<file path="config.mk">
export PLATFORM = sky130hd
export DESIGN_NAME = sd_wb_bridge
export DESIGN_NICKNAME = d
export VERILOG_FILES = /design/src/rtl/sd_wb_bridge.sv
export SDC_FILE = /design/constraint.sdc
export NUM_CORES = 1
export LEC_CHECK = 0
export ABC_CLOCK_PERIOD_IN_PS = 6490
export BUFFER_PORTS_ARGS = -buffer_cell sky130_fd_sc_hd__buf_2
export CORE_MARGIN = 2
export CORE_UTILIZATION = 40
export DETAILED_ROUTE_END_ITERATION = 16
export PLACE_DENSITY = 0.66
export SLEW_MARGIN = 10
export SYNTH_ARGS = -nofsm -noshare
export SYNTH_HDL_FRONTEND = slang
export SYNTH_SLANG_ARGS = --single-unit
</file>
<file path="constraint.sdc">
create_clock -name clk -period 6.49 [get_ports clk]
set_input_delay 0.649 -clock clk [delete_from_list [all_inputs] [get_ports clk]]
set_output_delay 0.649 -clock clk [all_outputs]
set_load 0.02 [all_outputs]
</file>
<file path="src/rtl/sd_wb_bridge.sv">
// sd_wb_bridge: Wishbone classic master between the SD register
// mapper and the SD controller slave port; writes win over polling.
module sd_wb_bridge #(
  parameter logic [31:0] BASE_ADR = 32'h0000_0000,
  parameter int unsigned TIMEOUT  = 255,
  parameter int unsigned POLL_GAP = 4
) (
  input  logic        clk,
  input  logic        reset,
  input  logic [1:0]  sd_addr,
  input  logic        sd_we,
  input  logic [31:0] sd_out,
  output logic [31:0] sd_in,
  output logic        busy,
  output logic        err,
  output logic        ovr,
  output logic        wb_cyc_o,
  output logic        wb_stb_o,
  output logic        wb_we_o,
  output logic [31:0] wb_adr_o,
  output logic [3:0]  wb_sel_o,
  output logic [31:0] wb_dat_o,
  input  logic [31:0] wb_dat_i,
  input  logic        wb_ack_i,
  input  logic        wb_err_i
);

  typedef enum logic [1:0] {
    IDLE,
    WR,
    RD,
    GAP
  } state_t;

  localparam logic [7:0] TMO  = 8'(TIMEOUT);
  localparam logic [7:0] GAPV = 8'(POLL_GAP);

  state_t      state_q;
  logic        pend_v_q;
  logic [1:0]  pend_adr_q;
  logic [31:0] pend_dat_q;
  logic [7:0]  gap_q;
  logic [7:0]  to_q;
  logic [7:0]  to_d;
  logic        cyc_q;
  logic        we_q;
  logic [31:0] adr_q;
  logic [3:0]  sel_q;
  logic [31:0] dat_q;
  logic [31:0] sd_in_q;
  logic        err_q;
  logic        ovr_q;
  logic        consume;

  assign consume = (state_q == IDLE) && pend_v_q;
  assign to_d    = to_q + 8'd1;

  assign wb_cyc_o = cyc_q;
  assign wb_stb_o = cyc_q;
  assign wb_we_o  = we_q;
  assign wb_adr_o = adr_q;
  assign wb_sel_o = sel_q;
  assign wb_dat_o = dat_q;
  assign sd_in    = sd_in_q;
  assign err      = err_q;
  assign ovr      = ovr_q;
  assign busy     = (state_q != IDLE) || pend_v_q;

  // pending write buffer; a strobe landing on an unissued write overwrites it
  always_ff @(posedge clk) begin
    if (reset) begin
      pend_v_q   <= 1'b0;
      pend_adr_q <= 2'd0;
      pend_dat_q <= 32'd0;
      ovr_q      <= 1'b0;
    end else if (sd_we) begin
      pend_v_q   <= 1'b1;
      pend_adr_q <= sd_addr;
      pend_dat_q <= sd_out;
      if (pend_v_q && !consume) ovr_q <= 1'b1;
    end else if (consume) begin
      pend_v_q <= 1'b0;
    end
  end

  // bus FSM: issue writes, poll reads, abort on error or timeout
  always_ff @(posedge clk) begin
    if (reset) begin
      state_q <= IDLE;
      cyc_q   <= 1'b0;
      we_q    <= 1'b0;
      adr_q   <= 32'd0;
      sel_q   <= 4'd0;
      dat_q   <= 32'd0;
      sd_in_q <= 32'd0;
      err_q   <= 1'b0;
      gap_q   <= 8'd0;
      to_q    <= 8'd0;
    end else begin
      unique case (state_q)
        IDLE: begin
          if (pend_v_q) begin
            state_q <= WR;
            cyc_q   <= 1'b1;
            we_q    <= 1'b1;
            sel_q   <= 4'hF;
            adr_q   <= BASE_ADR + {28'd0, pend_adr_q, 2'b00};
            dat_q   <= pend_dat_q;
            to_q    <= 8'd0;
          end else if (gap_q == 8'd0) begin
            state_q <= RD;
            cyc_q   <= 1'b1;
            we_q    <= 1'b0;
            sel_q   <= 4'hF;
            adr_q   <= BASE_ADR + {28'd0, sd_addr, 2'b00};
            to_q    <= 8'd0;
          end else begin
            gap_q <= gap_q - 8'd1;
          end
        end
        WR, RD: begin
          if (wb_err_i || wb_ack_i || to_d == TMO) begin
            cyc_q <= 1'b0;
            we_q  <= 1'b0;
            sel_q <= 4'd0;
            if (wb_err_i || !wb_ack_i) begin
              err_q <= 1'b1;
            end else if (state_q == RD) begin
              sd_in_q <= wb_dat_i;
            end
            if (state_q == RD) begin
              state_q <= GAP;
              gap_q   <= GAPV;
            end else begin
              state_q <= IDLE;
            end
          end else begin
            to_q <= to_d;
          end
        end
        GAP: begin
          if (pend_v_q) begin
            state_q <= IDLE;
          end else if (gap_q <= 8'd1) begin
            gap_q   <= 8'd0;
            state_q <= IDLE;
          end else begin
            gap_q <= gap_q - 8'd1;
          end
        end
        default: state_q <= IDLE;
      endcase
    end
  end

endmodule

</file>
# ---- Yosys cells after proc, flatten, opt, wreduce, memory -nomap -nowiden
# Index checks and enable logic that the tools add are counted.
dict set report totals {
  reg_bits 157
  out_inout_bits 106
  elab_cells 87
}
dict set report op_classes {
  addsub 2
  n_lt_le_gt_ge 1
  eq_ne 12
  muxes 33
  bitwise 1
  reduce_logical 24
}
# operator n
set ops {}
lappend ops {{2-to-1 mux 8 bit} 9}
lappend ops {{2-to-1 mux 32 bit} 2}
lappend ops {{one-hot mux 8 bit (3 select lines)} 1}
lappend ops {{one-hot mux 8 bit (2 select lines)} 1}
lappend ops {{2-to-1 mux 2 bit} 6}
lappend ops {{2-to-1 mux 4 bit} 3}
lappend ops {{inequality test 2 bit (second input constant)} 6}
lappend ops {{AND reduction 3 bit} 4}
lappend ops {{adder 8 x 1 -> 8 bit (second input constant)} 1}
lappend ops {{equality test 8 bit (second input constant)} 1}
lappend ops {{<= comparator 8 x 1 -> 1 bit (second input constant)} 1}
lappend ops {{zero test 8 bit} 1}
lappend ops {{one-hot mux 4 bit (2 select lines)} 1}
lappend ops {{nonzero test 2 bit} 4}
lappend ops {{subtractor 8 x 1 -> 8 bit (second input constant)} 1}
lappend ops {{2-to-1 mux 1 bit} 7}
lappend ops {{one-hot mux 2 bit (3 select lines)} 1}
lappend ops {{AND reduction 2 bit} 3}
lappend ops {{AND reduction 5 bit} 1}
lappend ops {{equality test 2 bit (second input constant)} 2}
lappend ops {{logical OR 1 bit} 4}
lappend ops {{one-hot mux 1 bit (2 select lines)} 2}
lappend ops {{AND reduction 4 bit} 1}
lappend ops {{inequality test 3 x 2 -> 1 bit (second input constant)} 1}
lappend ops {{other kinds (7)} 9}

# ---- Longest topological paths before layout
dict set report logic_depth {
  ltp_word 5
  mapped_depth 9
}

# ---- Worst setup path before layout
# No wires, ideal clock.
dict set report synth_timing {
  kind {reg-to-reg}
  from {register gap_q[4]}
  to {register gap_q[1]}
  setup_ns 0.123
  arrival_ns 2.112
  path_slack_ns 4.255
  stages_incl_launch_ff 8
  synth_period_minus_slack_ns 2.235
  cell_sequence {dfxtp_1 > or4_1 > buf_2 > or3_2 > clkbuf_1 > nand2_1 > a31o_2 > mux2_1}
}
dict set report synth_between {
  elab_chain_cells 4
}
# element line_no
set synth_lines {}
lappend synth_lines {{start, declared} 42} ;# logic [7:0] gap_q;
lappend synth_lines {{start signal, assigned} 118} ;# gap_q <= gap_q - 8'd1;
lappend synth_lines {{start signal, assigned} 148} ;# gap_q <= gap_q - 8'd1;
lappend synth_lines {{<= comparator 8 x 1 -> 1 bit} 144} ;# end else if (gap_q <= 8'd1) begin
lappend synth_lines {{2-to-1 mux 8 bit} 144}
lappend synth_lines {{2-to-1 mux 8 bit} 142} ;# if (pend_v_q) begin
lappend synth_lines {{one-hot mux 8 bit (3 select lines)} 100} ;# unique case (state_q)
# Several ways; a longest one is shown, not always the timed one. The select of a mux whose other input is x is not followed.
# A chain may end at the register's enable or synchronous reset.

# ---- Worst setup path in the final report
dict set report layout_timing {
  from {register state_q[0]}
  to {register gap_q[1]}
}
dict set report layout_between {
  elab_chain_cells 4
}
# element line_no
set layout_lines {}
lappend layout_lines {{start, declared} 38} ;# state_t state_q;
lappend layout_lines {{start signal, assigned} 89} ;# state_q <= IDLE;
lappend layout_lines {{start signal, assigned} 103} ;# state_q <= WR;
lappend layout_lines {{start signal, assigned} 111} ;# state_q <= RD;
lappend layout_lines {{equality test 2 bit / equality test 2 x 1 -> 1 bit (equally long branches)} {100, 131}}
lappend layout_lines {{OR reduction 2 bit} 100}
lappend layout_lines {{inequality test 2 bit (no source line)} -}
lappend layout_lines {{AND reduction 5 bit (no source line)} -}
# Several ways; a longest one is shown, not always the timed one.

==> impl_metrics.prom <==
# TYPE chip_impl_metric gauge
chip_impl_metric{name="timing.final.crit_period",unit="ns"} 2.53
chip_impl_metric{name="p_total",unit="uW"} 2440
chip_impl_metric{name="f_max",unit="GHz"} 0.395
chip_impl_metric{name="finalMaxSlewViolations",unit=""} 0
chip_impl_metric{name="timing.critical_path.arrival",unit="ns"} 2.83
chip_impl_metric{name="postCtsHoldBufs",unit=""} 0
chip_impl_metric{name="post_synth_instance_area",unit="mm^2"} 0.00536
chip_impl_metric{name="clk_pin_slew_worst_paths",unit="ns"} 0.05
chip_impl_metric{name="cp_data_required_time",unit="ns"} 6.79
chip_impl_info{name="postSynth.topFlopCell",value="sky130_fd_sc_hd__dfxtp_1"} 1
chip_impl_metric{name="placementRows",unit=""} 42
chip_impl_info{name="critPathCaptureType",value="flip-flop"} 1
chip_impl_metric{name="synth_top_cell_area_share",unit="%"} 45.9
chip_impl_metric{name="synth-warning-count",unit=""} 0
chip_impl_info{name="rsz0062_at_grt",value="false"} 1
chip_impl_metric{name="synth_async_sr_flop_share",unit="%"} 0
chip_impl_metric{name="placed_cells_incl_taps",unit=""} 928
chip_impl_info{name="tritoncts_clock_tree",value="yes"} 1
chip_impl_metric{name="tritoncts.num_buffers",unit=""} 17
chip_impl_info{name="critical_path.reg2reg.endpoint",value="gap_q[1]"} 1
chip_impl_info{name="synth.most_common_cell",value="sky130_fd_sc_hd__nand2_1"} 1
chip_impl_info{name="netlist_top_cells_area",value="sky130_fd_sc_hd__dfxtp_1 (46%), sky130_fd_sc_hd__nand2_1 (11%), sky130_fd_sc_hd__mux2i_1 (7.1%)"} 1
chip_impl_metric{name="multi_input_comb_area",unit="mm^2"} 0.00253
chip_impl_metric{name="number_of_synthesized_register_bits",unit=""} 123
chip_impl_metric{name="power_density",unit="mW/mm^2"} 369
chip_impl_metric{name="post_cts.repair.setup_buffers",unit=""} 0
chip_impl_metric{name="ys_types",unit=""} 57
chip_impl_metric{name="layout.area.seq",unit="mm^2"} 0.00246
chip_impl_metric{name="h_tree_levels",unit=""} 4
chip_impl_metric{name="cts.path.max_buffers",unit=""} 2
chip_impl_metric{name="io-pin-count",unit=""} 177
chip_impl_metric{name="die_area",unit="mm^2"} 0.0144
chip_impl_metric{name="max_slew.worst_pin.slew",unit="ns"} 1.07
chip_impl_metric{name="final-instance-count-excl-fill",unit=""} 960
chip_impl_metric{name="route.detailed.drc",unit=""} 0
chip_impl_metric{name="drtIter0Drc",unit=""} 302
chip_impl_metric{name="dieHeight",unit="um"} 120
chip_impl_metric{name="cap_viol_max_count",unit=""} 0
chip_impl_metric{name="grt_pass1_vias",unit=""} 4362
chip_impl_metric{name="totalNegativeSetupSlack",unit="ns"} 0
chip_impl_metric{name="power.static_leakage",unit="uW"} 0.00292
chip_impl_metric{name="post_cts_resize_count",unit=""} 0
chip_impl_metric{name="via_per_inst",unit=""} 4.89
chip_impl_metric{name="globalRouteTotalUtil",unit="%"} 18.6
chip_impl_metric{name="gr-total-overflow",unit=""} 0
chip_impl_metric{name="worstPathMaxFanout",unit=""} 18
chip_impl_metric{name="num-fill-cells",unit=""} 1328
chip_impl_metric{name="synthToLayoutAreaGrowth",unit="%"} 23.4
chip_impl_metric{name="timing.final.hold_violations",unit=""} 0
chip_impl_metric{name="global_route_wire_length_before_repair",unit="mm"} 21.3
chip_impl_info{name="outcome",value="finished, final reports clean"} 1
chip_impl_metric{name="grt_max_degree",unit=""} 74
chip_impl_metric{name="routed_wl",unit="mm"} 13.0
chip_impl_metric{name="cts_sinks",unit=""} 123
chip_impl_info{name="regToRegStartpoint",value="state_q[0]"} 1
chip_impl_info{name="setup.worst_path.start",value="state_q[0]"} 1
chip_impl_metric{name="number_of_inserted_diodes",unit=""} 0
chip_impl_info{name="post_synth_most_frequent_cells",value="sky130_fd_sc_hd__nand2_1 (152), sky130_fd_sc_hd__dfxtp_1 (123), sky130_fd_sc_hd__a21oi_1 (72)"} 1
chip_impl_metric{name="max-vdd-ir-drop",unit="V"} 0.000206
chip_impl_metric{name="route.antenna.remaining_nets",unit=""} 0
chip_impl_metric{name="hpwl_after_detailed_placement",unit="mm"} 8.69
chip_impl_info{name="cts_root_buffer",value="sky130_fd_sc_hd__clkbuf_16"} 1
chip_impl_metric{name="first_pass_iters",unit=""} 4
chip_impl_metric{name="syn-mean-instance-area",unit="um^2"} 8.28
chip_impl_info{name="critical_path.startpoint_type",value="flip-flop"} 1
chip_impl_info{name="synth_largest_area_cell",value="sky130_fd_sc_hd__dfxtp_1"} 1
chip_impl_metric{name="fraction_of_the_yosys_area_taken_by_sequential_cells",unit="%"} 45.9
chip_impl_info{name="worst-setup-path-type",value="flip-flop to flip-flop"} 1
chip_impl_metric{name="timing.final.crit_share",unit="%"} 39.1
chip_impl_metric{name="clock-skew-final",unit="ns"} 0.0119
chip_impl_metric{name="globalplace.congestion",unit=""} 0.876
chip_impl_metric{name="setup.reg_to_reg.worst_slack",unit="ns"} 3.96
chip_impl_metric{name="reg2reg_path_depth",unit=""} 7
chip_impl_metric{name="via_count",unit=""} 4697
chip_impl_metric{name="timing.max_slew.rel_slack",unit="%"} 28.4
chip_impl_metric{name="clock_insertion_delay_worst_skew",unit="ns"} 0.41
chip_impl_metric{name="drive_above_1_share",unit="%"} 25.1
chip_impl_metric{name="grt_antenna_before_repair",unit=""} 0
chip_impl_metric{name="io_buffers",unit=""} 146
chip_impl_metric{name="start_util",unit="%"} 40.7
chip_impl_info{name="critPathCapture",value="gap_q[1]"} 1
chip_impl_metric{name="routedWlPerCell",unit="um"} 13.6
chip_impl_metric{name="postSynthCellCount",unit=""} 648
chip_impl_info{name="min-delay-path-class",value="flip-flop to flip-flop"} 1
chip_impl_metric{name="floorplan.die.width",unit="um"} 120
chip_impl_metric{name="synth_edf_count",unit=""} 0
chip_impl_metric{name="finish.net_count",unit=""} 851
chip_impl_metric{name="design.core.area",unit="mm^2"} 0.0132
chip_impl_metric{name="setup_violations",unit=""} 0
[critical path, cell delays in order (launching register included)]
cell                      delay (ns)
sky130_fd_sc_hd__dfxtp_1        0.35
sky130_fd_sc_hd__inv_1          0.08
sky130_fd_sc_hd__ha_1           0.41
sky130_fd_sc_hd__or2_2          0.41
sky130_fd_sc_hd__a21oi_1        0.44
sky130_fd_sc_hd__nand2_1        0.13
sky130_fd_sc_hd__a31o_2         0.29
sky130_fd_sc_hd__mux2_1         0.31
[report_power, final]
group	internal [uW]	switching [uW]	total (uW)
logic	237	428	665
clock network	584	330	914
registers	819	43.6	862
total	1640	801	2440
[cell families (layout without fill, tap and decap cells)]
family | after synthesis | count (layout) | share of synthesized area, %
xor gates and xnor gates | 2 | 2 | 0.327
adders and majority gates | 9 | 9 | 2.10
buffers and inverters | 92 | 199 | 9.05
DFF | 123 | 123 | 45.9
other | 1 | 30 | 0.0699
AOI/OAI and AO/OA | 129 | 129 | 15.2
and+or+nand+nor | 253 | 253 | 20.1
muxes | 39 | 39 | 7.30
[metal layers]
| layer | wire (um) | track usage, % | up-vias |
|---|---|---|---|
| li1 | - | - | 2384 |
| met2 | 6400 | 29.6 | 112 |
| met4 | 316 | 9.19 | 0 |
| met5 | 0 | 0 | - |
| met1 | 5710 | 22.8 | 2184 |
| met3 | 590 | 5.42 | 17 |
[layout make-up]
| class | count | area share, % |
|---|---|---|
| clock buffers | 22 | 7.01 |
| clock inverters | 10 | 1.74 |
| inverters | 16 | 0.907 |
| multi-input cells | 462 | 38.2 |
| flip-flops and latches | 123 | 37.2 |
| well taps | 176 | 3.33 |
| repair buffers | 151 | 11.6 |
[cells in the final DEF, fill, tap and decap left out, drive strengths merged, types with 9 or more instances in the layout]
| master | instances |
|---|---|
| buf | 151 |
| ha | 9 |
| a21oi | 72 |
| clkbuf | 22 |
| nor3 | 11 |
| inv | 16 |
| nand2 | 152 |
| conb | 30 |
| nor2 | 51 |
| mux2i | 38 |
| dfxtp | 123 |
[worst min-delay path by stage]
stage                     slack, ns           start  depth (start not counted)      endpoint
final                          0.45    wb_dat_o[24]                          2  wb_dat_o[24]
after global routing           0.46   pend_dat_q[0]                          2   wb_dat_o[0]
after CTS                      0.45        sd_in[7]                          2      sd_in[7]
after detailed placement       0.44  pend_dat_q[22]                          2  wb_dat_o[22]
after global placement         0.44   pend_dat_q[8]                          2   wb_dat_o[8]
after floorplan                0.43   pend_dat_q[0]                          2   wb_dat_o[0]
[stage by stage]
| stage | worst slack (ns) | area, um^2 | hold slack (ns) | util [%] |
|---|---|---|---|---|
| 5_1_grt | 3.79 | 6620 | 0.459 | 50.2 |
| 3_5_place_dp | 3.84 | 6040 | 0.443 | 45.8 |
| 3_3_place_gp | 3.87 | 6040 | 0.438 | 45.8 |
| 2_1_floorplan | 4.25 | 5470 | 0.431 | - |
| 4_1_cts | 3.97 | 6620 | 0.451 | 50.2 |
| 6_report | 3.96 | 6620 | 0.448 | 50.2 |
[registers in the layout, summed over array words and instances, names as in the netlist, 2 cells and up]
name / count
pend_dat_q: 32
sd_in: 32
wb_dat_o: 32
gap_q: 8
to_q: 8
pend_adr_q: 2
state_q: 2
wb_adr_o: 2
(Power assumes the default switching activity.)
